$ cat config.mk
export PLATFORM = sky130hd
export DESIGN_NAME = filter_stimulus_player
export DESIGN_NICKNAME = d
export VERILOG_FILES = /design/src/rtl/filter_stimulus_player.sv
export SDC_FILE = /design/constraint.sdc
export NUM_CORES = 2
export LEC_CHECK = 0
export BUFFER_PORTS_ARGS = -buffer_cell sky130_fd_sc_hd__buf_2
export CORE_ASPECT_RATIO = 1.5
export CORE_MARGIN = 2
export CORE_UTILIZATION = 64
export DETAILED_ROUTE_END_ITERATION = 10
export GPL_TIMING_DRIVEN = 0
export PLACE_DENSITY = 0.81
export SETUP_SLACK_MARGIN = 0.1
export SLEW_MARGIN = 20
export SYNTH_ARGS = -nofsm -noshare
export SYNTH_HDL_FRONTEND = slang
export SYNTH_SLANG_ARGS = --single-unit
$ cat constraint.sdc
create_clock -name clk -period 6.2 [get_ports clk]
set_input_delay 1.24 -clock clk [delete_from_list [all_inputs] [get_ports clk]]
set_output_delay 1.24 -clock clk [all_outputs]
set_load 0.01 [all_outputs]
$ cat src/rtl/filter_stimulus_player.sv
// Sample-table player feeding the adaptive filter input stream.
// Plays a Q8.6 table at a programmable rate and drives the filter mode line.
module filter_stimulus_player #(
  parameter int DEPTH  = 128,
  parameter int DATA_W = 14,
  parameter int IVL_W  = 16
) (
  input  logic                       clk,
  input  logic                       srst,
  input  logic                       wr_en,
  input  logic [$clog2(DEPTH)-1:0]   wr_addr,
  input  logic [DATA_W-1:0]          wr_data,
  input  logic                       start,
  input  logic                       stop,
  input  logic                       loop_en,
  input  logic [$clog2(DEPTH):0]     length,
  input  logic [IVL_W-1:0]           interval,
  input  logic                       mode_init,
  input  logic [$clog2(DEPTH):0]     switch_idx,
  output logic [DATA_W-1:0]          m_tdata,
  output logic                       m_tvalid,
  output logic                       m_ctrl,
  output logic                       busy,
  output logic                       done
);

  localparam int AW = $clog2(DEPTH);
  localparam int LW = AW + 1;

  typedef enum logic [1:0] {
    S_IDLE,
    S_PLAY,
    S_DONE
  } state_t;

  state_t r_state;
  state_t w_next;

  logic [DATA_W-1:0] r_mem [DEPTH];

  logic [AW-1:0]    r_idx;
  logic [IVL_W-1:0] r_cnt;
  logic [IVL_W-1:0] r_ivl;
  logic [LW-1:0]    r_len;
  logic [LW-1:0]    r_sw;
  logic             r_mode;
  logic             r_fin;

  logic [LW-1:0]    w_len_clamp;
  logic             w_start;
  logic             w_fire;
  logic             w_last;
  logic             w_ctrl;

  // Write port only; the read side is the output register below.
  always_ff @(posedge clk) begin
    if (wr_en) begin
      r_mem[wr_addr] <= wr_data;
    end
  end

  assign w_len_clamp = (length > LW'(DEPTH))
                     ? LW'(DEPTH) : length;

  assign w_start = start && !stop
                && (length != '0)
                && (r_state != S_PLAY);

  // r_fin marks the cycle holding the final strobe of a pass.
  assign w_fire = (r_state == S_PLAY)
               && !stop && !r_fin
               && (r_cnt == '0);

  assign w_last = ({1'b0, r_idx} == r_len - LW'(1));

  assign w_ctrl = ({1'b0, r_idx} < r_sw)
                ? r_mode : ~r_mode;

  always_ff @(posedge clk) begin
    if (srst) begin
      r_state <= S_IDLE;
    end else begin
      r_state <= w_next;
    end
  end

  always_comb begin
    w_next = r_state;
    unique case (r_state)
      S_IDLE, S_DONE: begin
        if (w_start) begin
          w_next = S_PLAY;
        end
      end
      S_PLAY: begin
        if (stop) begin
          w_next = S_IDLE;
        end else if (r_fin) begin
          w_next = S_DONE;
        end
      end
      default: w_next = S_IDLE;
    endcase
  end

  always_ff @(posedge clk) begin
    if (srst) begin
      r_idx    <= '0;
      r_cnt    <= '0;
      r_ivl    <= '0;
      r_len    <= '0;
      r_sw     <= '0;
      r_mode   <= 1'b0;
      r_fin    <= 1'b0;
      m_tdata  <= '0;
      m_tvalid <= 1'b0;
      m_ctrl   <= 1'b0;
    end else begin
      m_tvalid <= w_fire;
      if (w_start) begin
        r_idx  <= '0;
        r_cnt  <= '0;
        r_ivl  <= interval;
        r_len  <= w_len_clamp;
        r_sw   <= switch_idx;
        r_mode <= mode_init;
        r_fin  <= 1'b0;
      end else if (w_fire) begin
        m_tdata <= r_mem[r_idx];
        m_ctrl  <= w_ctrl;
        r_cnt   <= r_ivl;
        if (w_last) begin
          r_idx <= '0;
          r_fin <= !loop_en;
        end else begin
          r_idx <= r_idx + AW'(1);
        end
      end else if (r_cnt != '0) begin
        r_cnt <= r_cnt - IVL_W'(1);
      end
    end
  end

  assign busy = (r_state == S_PLAY);
  assign done = (r_state == S_DONE);

endmodule
Yosys cells after proc, flatten, opt, wreduce, memory -nomap -nowiden
Memory sizes are Yosys's and may differ from the RTL's. A register that Yosys moved wholly into a read port is not among the register bits. Index checks and enable logic that the tools add are counted. W data, S select, Z words.

Add/subtract/negate cells: 3. Magnitude comparators: 2. Equality and inequality tests: 6. Multiplexer cells: 11. Bitwise operators: 2. Reduce and logical (&&, ||, !) cells: 19.

Operators with widths (count): $mux W16 (2); $logic_not A16 Y1 (1); $reduce_bool A16 Y1 (1); $sub A16 B1 Y16 const B (1); $eq A7 B8 Y1 (1); $gt A8 B8 Y1 const B (1); $lt A7 B8 Y1 (1); $mux W8 (1); $reduce_bool A8 Y1 (1); $sub A8 B1 Y8 const B (1); $add A7 B1 Y7 const B (1); $mux W7 (1); $logic_and A1 B1 Y1 (6); $mux W2 (3); $reduce_and A2 Y1 (3); $pmux W2 S2 (1); $reduce_or A2 Y1 (2); $logic_not A1 Y1 (3); $mux W1 (3); $ne A3 B2 Y1 const B (1); $eq A2 B1 Y1 const B (1); $eq A2 B2 Y1 const B (1); $logic_not A2 Y1 (1); $ne A2 B1 Y1 const B (1); other kinds (3) (4).

Register bits: 61. RAM bits: 1792. Input bits: 60. Output and inout port bits: 18. Word-level logic and storage cells: 54. Memories: 1.

Memories: r_mem (words 128, bits a word 14, rd ports 1, clocked after memory_dff 1, wr ports 1, line 39) `logic [DATA_W-1:0] r_mem [DEPTH];`.

Depth between registers and ports, before layout
Depth after elaboration: 6. Gate-level depth with buffers: 12. Mapped depth without buffers: 9.

Worst setup path before layout
No wires, ideal clock.

Path kind: input to register. Start: input wr_en. End: memory r_mem[102][0] (enable). Setup time: 403 ps. Arrival time: 2811 ps. Required time: 5797 ps. Path slack: 2986 ps. Cell stages on the path: 3. Buffers on the path: 1. Path through: clkbuf_1 nand4_1 nor3_1.

Cells in the longest elaborated chain, start to end: 2.

Ends and longest elaborated chain: from (decl) (line 10) `input logic wr_en,`; $mux W1 (line 57) `if (wr_en) begin`; $mux W1 (not written as such) (line 58) `r_mem[wr_addr] <= wr_data;`; to (decl) (line 39).

Every way passes these cells.

==> key figures <==
Clocking
  – Post-CTS Setup Repair Bufs: 0
  – Clock slew at reported path FFs: around 0.070 ns
  – CTS-repair resized insts: 0
  – CTS tree: built
  – Skew-Pair Late Insertion Delay: 0.82 ns
  – Root Buffer: clkbuf_16
  – TritonCTS Buffers: 159
  – Clock Sinks: 1867
  – Clk buf depth: 3
  – CTS H-tree lvls: 4
  – Cts hold-fix bufs: 0

Yosys
  – Net Count, Synth: 3623
  – Ys async rst share: 0
  – Synth Flop Type: edfxtp_1
  – Synth area leaders: edfxtp_1 73%, mux4_2 10%, mux2i_1 3.4%
  – Synth area leader: edfxtp_1
  – Yosys top cell area share: 0.734
  – Top-count cell post-synth: edfxtp_1
  – Synthesized area per cell: 20.6 sq um
  – Post-synth EDFFs: 1792
  – Top post-synthesis cells by count: 1792 x edfxtp_1, 332 x mux4_2, 248 x mux2i_1
  – #FFs+latches synth: 1867
  – Distinct cells, synth: 72
  – Register area share after synthesis: 0.754
  – Cells after Synth: 3553
  – Synth Cell Area: 73300 sq um
  – Yosys warns: 0

Global route
  – GRT overflow: 0
  – GR Util met1: 0.451
  – GR peak layer: met2
  – Initial antenna violation count: 18
  – Largest net degree at the start of global routing: about 110
  – M3 GR Usage: 0.156
  – Global Route Usage Sum: 0.397
  – Number of global-route vias before repair: 40.8k
  – Met2 GRT Util: 0.600
  – First-pass GRT wire length: about 310000 um

Power and ir drop
  – Int Power: 19.8 mW
  – P_leak: 25.3 nW
  – Clock share of power: 0.400
  – Peak supply drop: 319 uV
  – Sw Share: 0.217
  – Psw: ~5.5 mW
  – Combinational share of power: 0.047
  – Pwr/cell area: 305 nW/um^2
  – Sequential Power Share: 0.554

Finish
  – Area delta synth->final: 12.9%
  – Area of the multi-input gates: around 17000 sq um
  – # fillers: slightly above 6k
  – Layout cell share with drive strength beyond 1: 0.266
  – Final core occ: 0.725
  – Reg area: 55300 sq um
  – Total Nets Final: between 3k and 4k

Floorplanning
  – Die H: 419 um
  – Rows: ~150
  – Core area: 114000 sq um
  – I/O pin count: 78
  – Initial Utilization: 0.643
  – Die W: 280 um
  – Die area: 117000 sq um

Place
  – Number of port buffers: 73
  – Routability cong.: 1.01
  – Final HPWL DP: between 100000 and 150000 um

Timing
  – Tmin final: 4.83 ns
  – Achievable clock frequency: 0.207 GHz
  – Fin crit share: 0.778
  – Final count of hold timing violations: 0
  – Slew headroom: -0.00201
  – Count of pins over their slew limit: 1
  – Final Setup Violations: 0
  – Worst Skew: approximately 0.027 ns
  – Worst-margin pin slew: 1.50 ns
  – Unrepaired setup endpoints after global routing: no
  – Setup total negative slack: 0 ns

Routing
  – TritonRoute pass-1 iters: 9
  – DRT Wirelength: 230000 um
  – 1st-iter DRT viols: ~7.4k
  – Drt via density: 7.62
  – Drt drc: 0
  – Post-route antenna net violation count: 0
  – DR vias: 41.9k
  – Wirelength per Cell: around 42 um

Status
  – Failing checks: max-capacitance violations, max-slew violations
  – Outcome: finished with violations

Worst setup path
  – Crit-path slowest cell: a2111oi_1
  – CP arrival: 5.53 ns
  – WS Path Type: reg -> reg
  – CP endpoint kind: flop
  – CP required: about 7 ns
  – FF-to-FF path depth: 10
  – Slowest Stage Delay on Critical Path: 1.05 ns
  – CP Cell Sequence: buf_4 > buf_2 > buf_4 > mux2i_1 > nor2_1 > a2111oi_1 > a2111oi_1 > clkdlybuf4s18_2 > o31ai_1 > o21ai_1
  – Crit Path Max Fanout: 10
  – Crit path launch type: flop

Min path
  – WHS Path Cells: 2
  – Min-delay worst type: reg -> reg

Job
  – Max-cap violation count: 1
[sequential cells by signal (all words and copies together), names as in the netlist, 2 cells and up]
| register | cells |
|---|---|
| r_mem | 1792 |
| r_cnt | 16 |
| r_ivl | 16 |
| m_tdata | 14 |
| r_len | 8 |
| r_sw | 8 |
| r_idx | 7 |
| r_state | 2 |
[power groups by stage]
stage	combinational, mW	sequential [mW]	clock [mW]
6_report	1.18	14.0	10.1
5_1_grt	1.23	14.0	10.5
4_1_cts	1.13	14.0	10.0
3_5_place_dp	1.12	14.3	0
3_3_place_gp	1.03	14.3	0
2_1_floorplan	0.618	14.2	0
[per-layer routing]
metal  up-vias  wire, um
met3      1251     35000
met1     20800     66500
met4        18     24500
met5         -       204
li1      15400         -
met2      4416    104000
[area by class of cell]
type                    instances  area share
diodes                          7    0.000212
repair buffers                178      0.0229
plain buffers                 197      0.0193
inverters                      16    0.000725
clock buffers                 202      0.0514
flip-flops and latches       1867       0.668
well taps                    1463      0.0221
clock inverters                93      0.0111
multi-input cells            1473       0.204
[metrics by stage]
step	hold slack [ns]	std cells	total power, mW	worst slack [ns]	cell area, sq um
after floorplan	0.428	3553	14.9	2.99	73300
after global placement	0.448	5089	15.3	0.833	75500
after detailed placement	0.449	5193	15.4	1.78	77500
after CTS	0.459	5488	25.2	1.76	82700
after global routing	0.501	5491	25.7	1.56	82800
final	0.462	5496	25.3	1.37	82800
[path summary, 6_finish.rpt]
check / slack (ns) / from / end
setup / recovery: 1.37 / r_idx[1] / m_tdata[0]
setup reg to reg: 1.37 / r_idx[1] / m_tdata[0]
hold reg to reg: 0.46 / r_sw[5] / r_sw[5]
hold / removal: 0.46 / r_sw[5] / r_sw[5]
[logic make-up after synthesis]
family,count (synthesis),synth area share
compound gates,334,0.0308
xor+xnor,22,0.00263
fa+ha+maj,10,0.00171
buf+inv,213,0.0224
flops,1867,0.754
simple gates,452,0.0279
mux,655,0.160
[placed cells by master, fill, tap and decap left out, types with 17 or more instances in the layout]
| master | Yosys | final |
|---|---|---|
| edfxtp_1 | 1792 | 1792 |
| clkbuf_8 | 14 | 17 |
| clkbuf_16 | 0 | 163 |
| mux4_1 | 63 | 63 |
| clkinv_2 | 0 | 24 |
| o22ai_1 | 59 | 59 |
| mux2i_1 | 248 | 248 |
| dfxtp_1 | 75 | 75 |
| a21oi_1 | 72 | 72 |
| o21ai_0 | 38 | 36 |
| buf_2 | 40 | 101 |
| buf_6 | 30 | 89 |
| nor2b_1 | 29 | 29 |
| nor2_1 | 201 | 81 |
| clkinv_1 | 0 | 30 |
| nor2_2 | 0 | 106 |
| mux4_2 | 332 | 332 |
| a211oi_1 | 36 | 36 |
| buf_4 | 45 | 60 |
| buf_8 | 9 | 36 |
| clkbuf_1 | 45 | 70 |
| nand2_1 | 116 | 116 |
| nand3_1 | 27 | 27 |
[critical path: cells and delay by family, from the launching register on]
| family | cells | cell delay (ns) |
|---|---|---|
| AOI/OAI and AO/OA | 4 | 1.68 |
| and+or+nand+nor | 1 | 0.12 |
| muxes | 1 | 0.52 |
| DFF | 1 | 0.60 |
| buffers and inverters | 4 | 1.76 |
(Power assumes the default switching activity.)
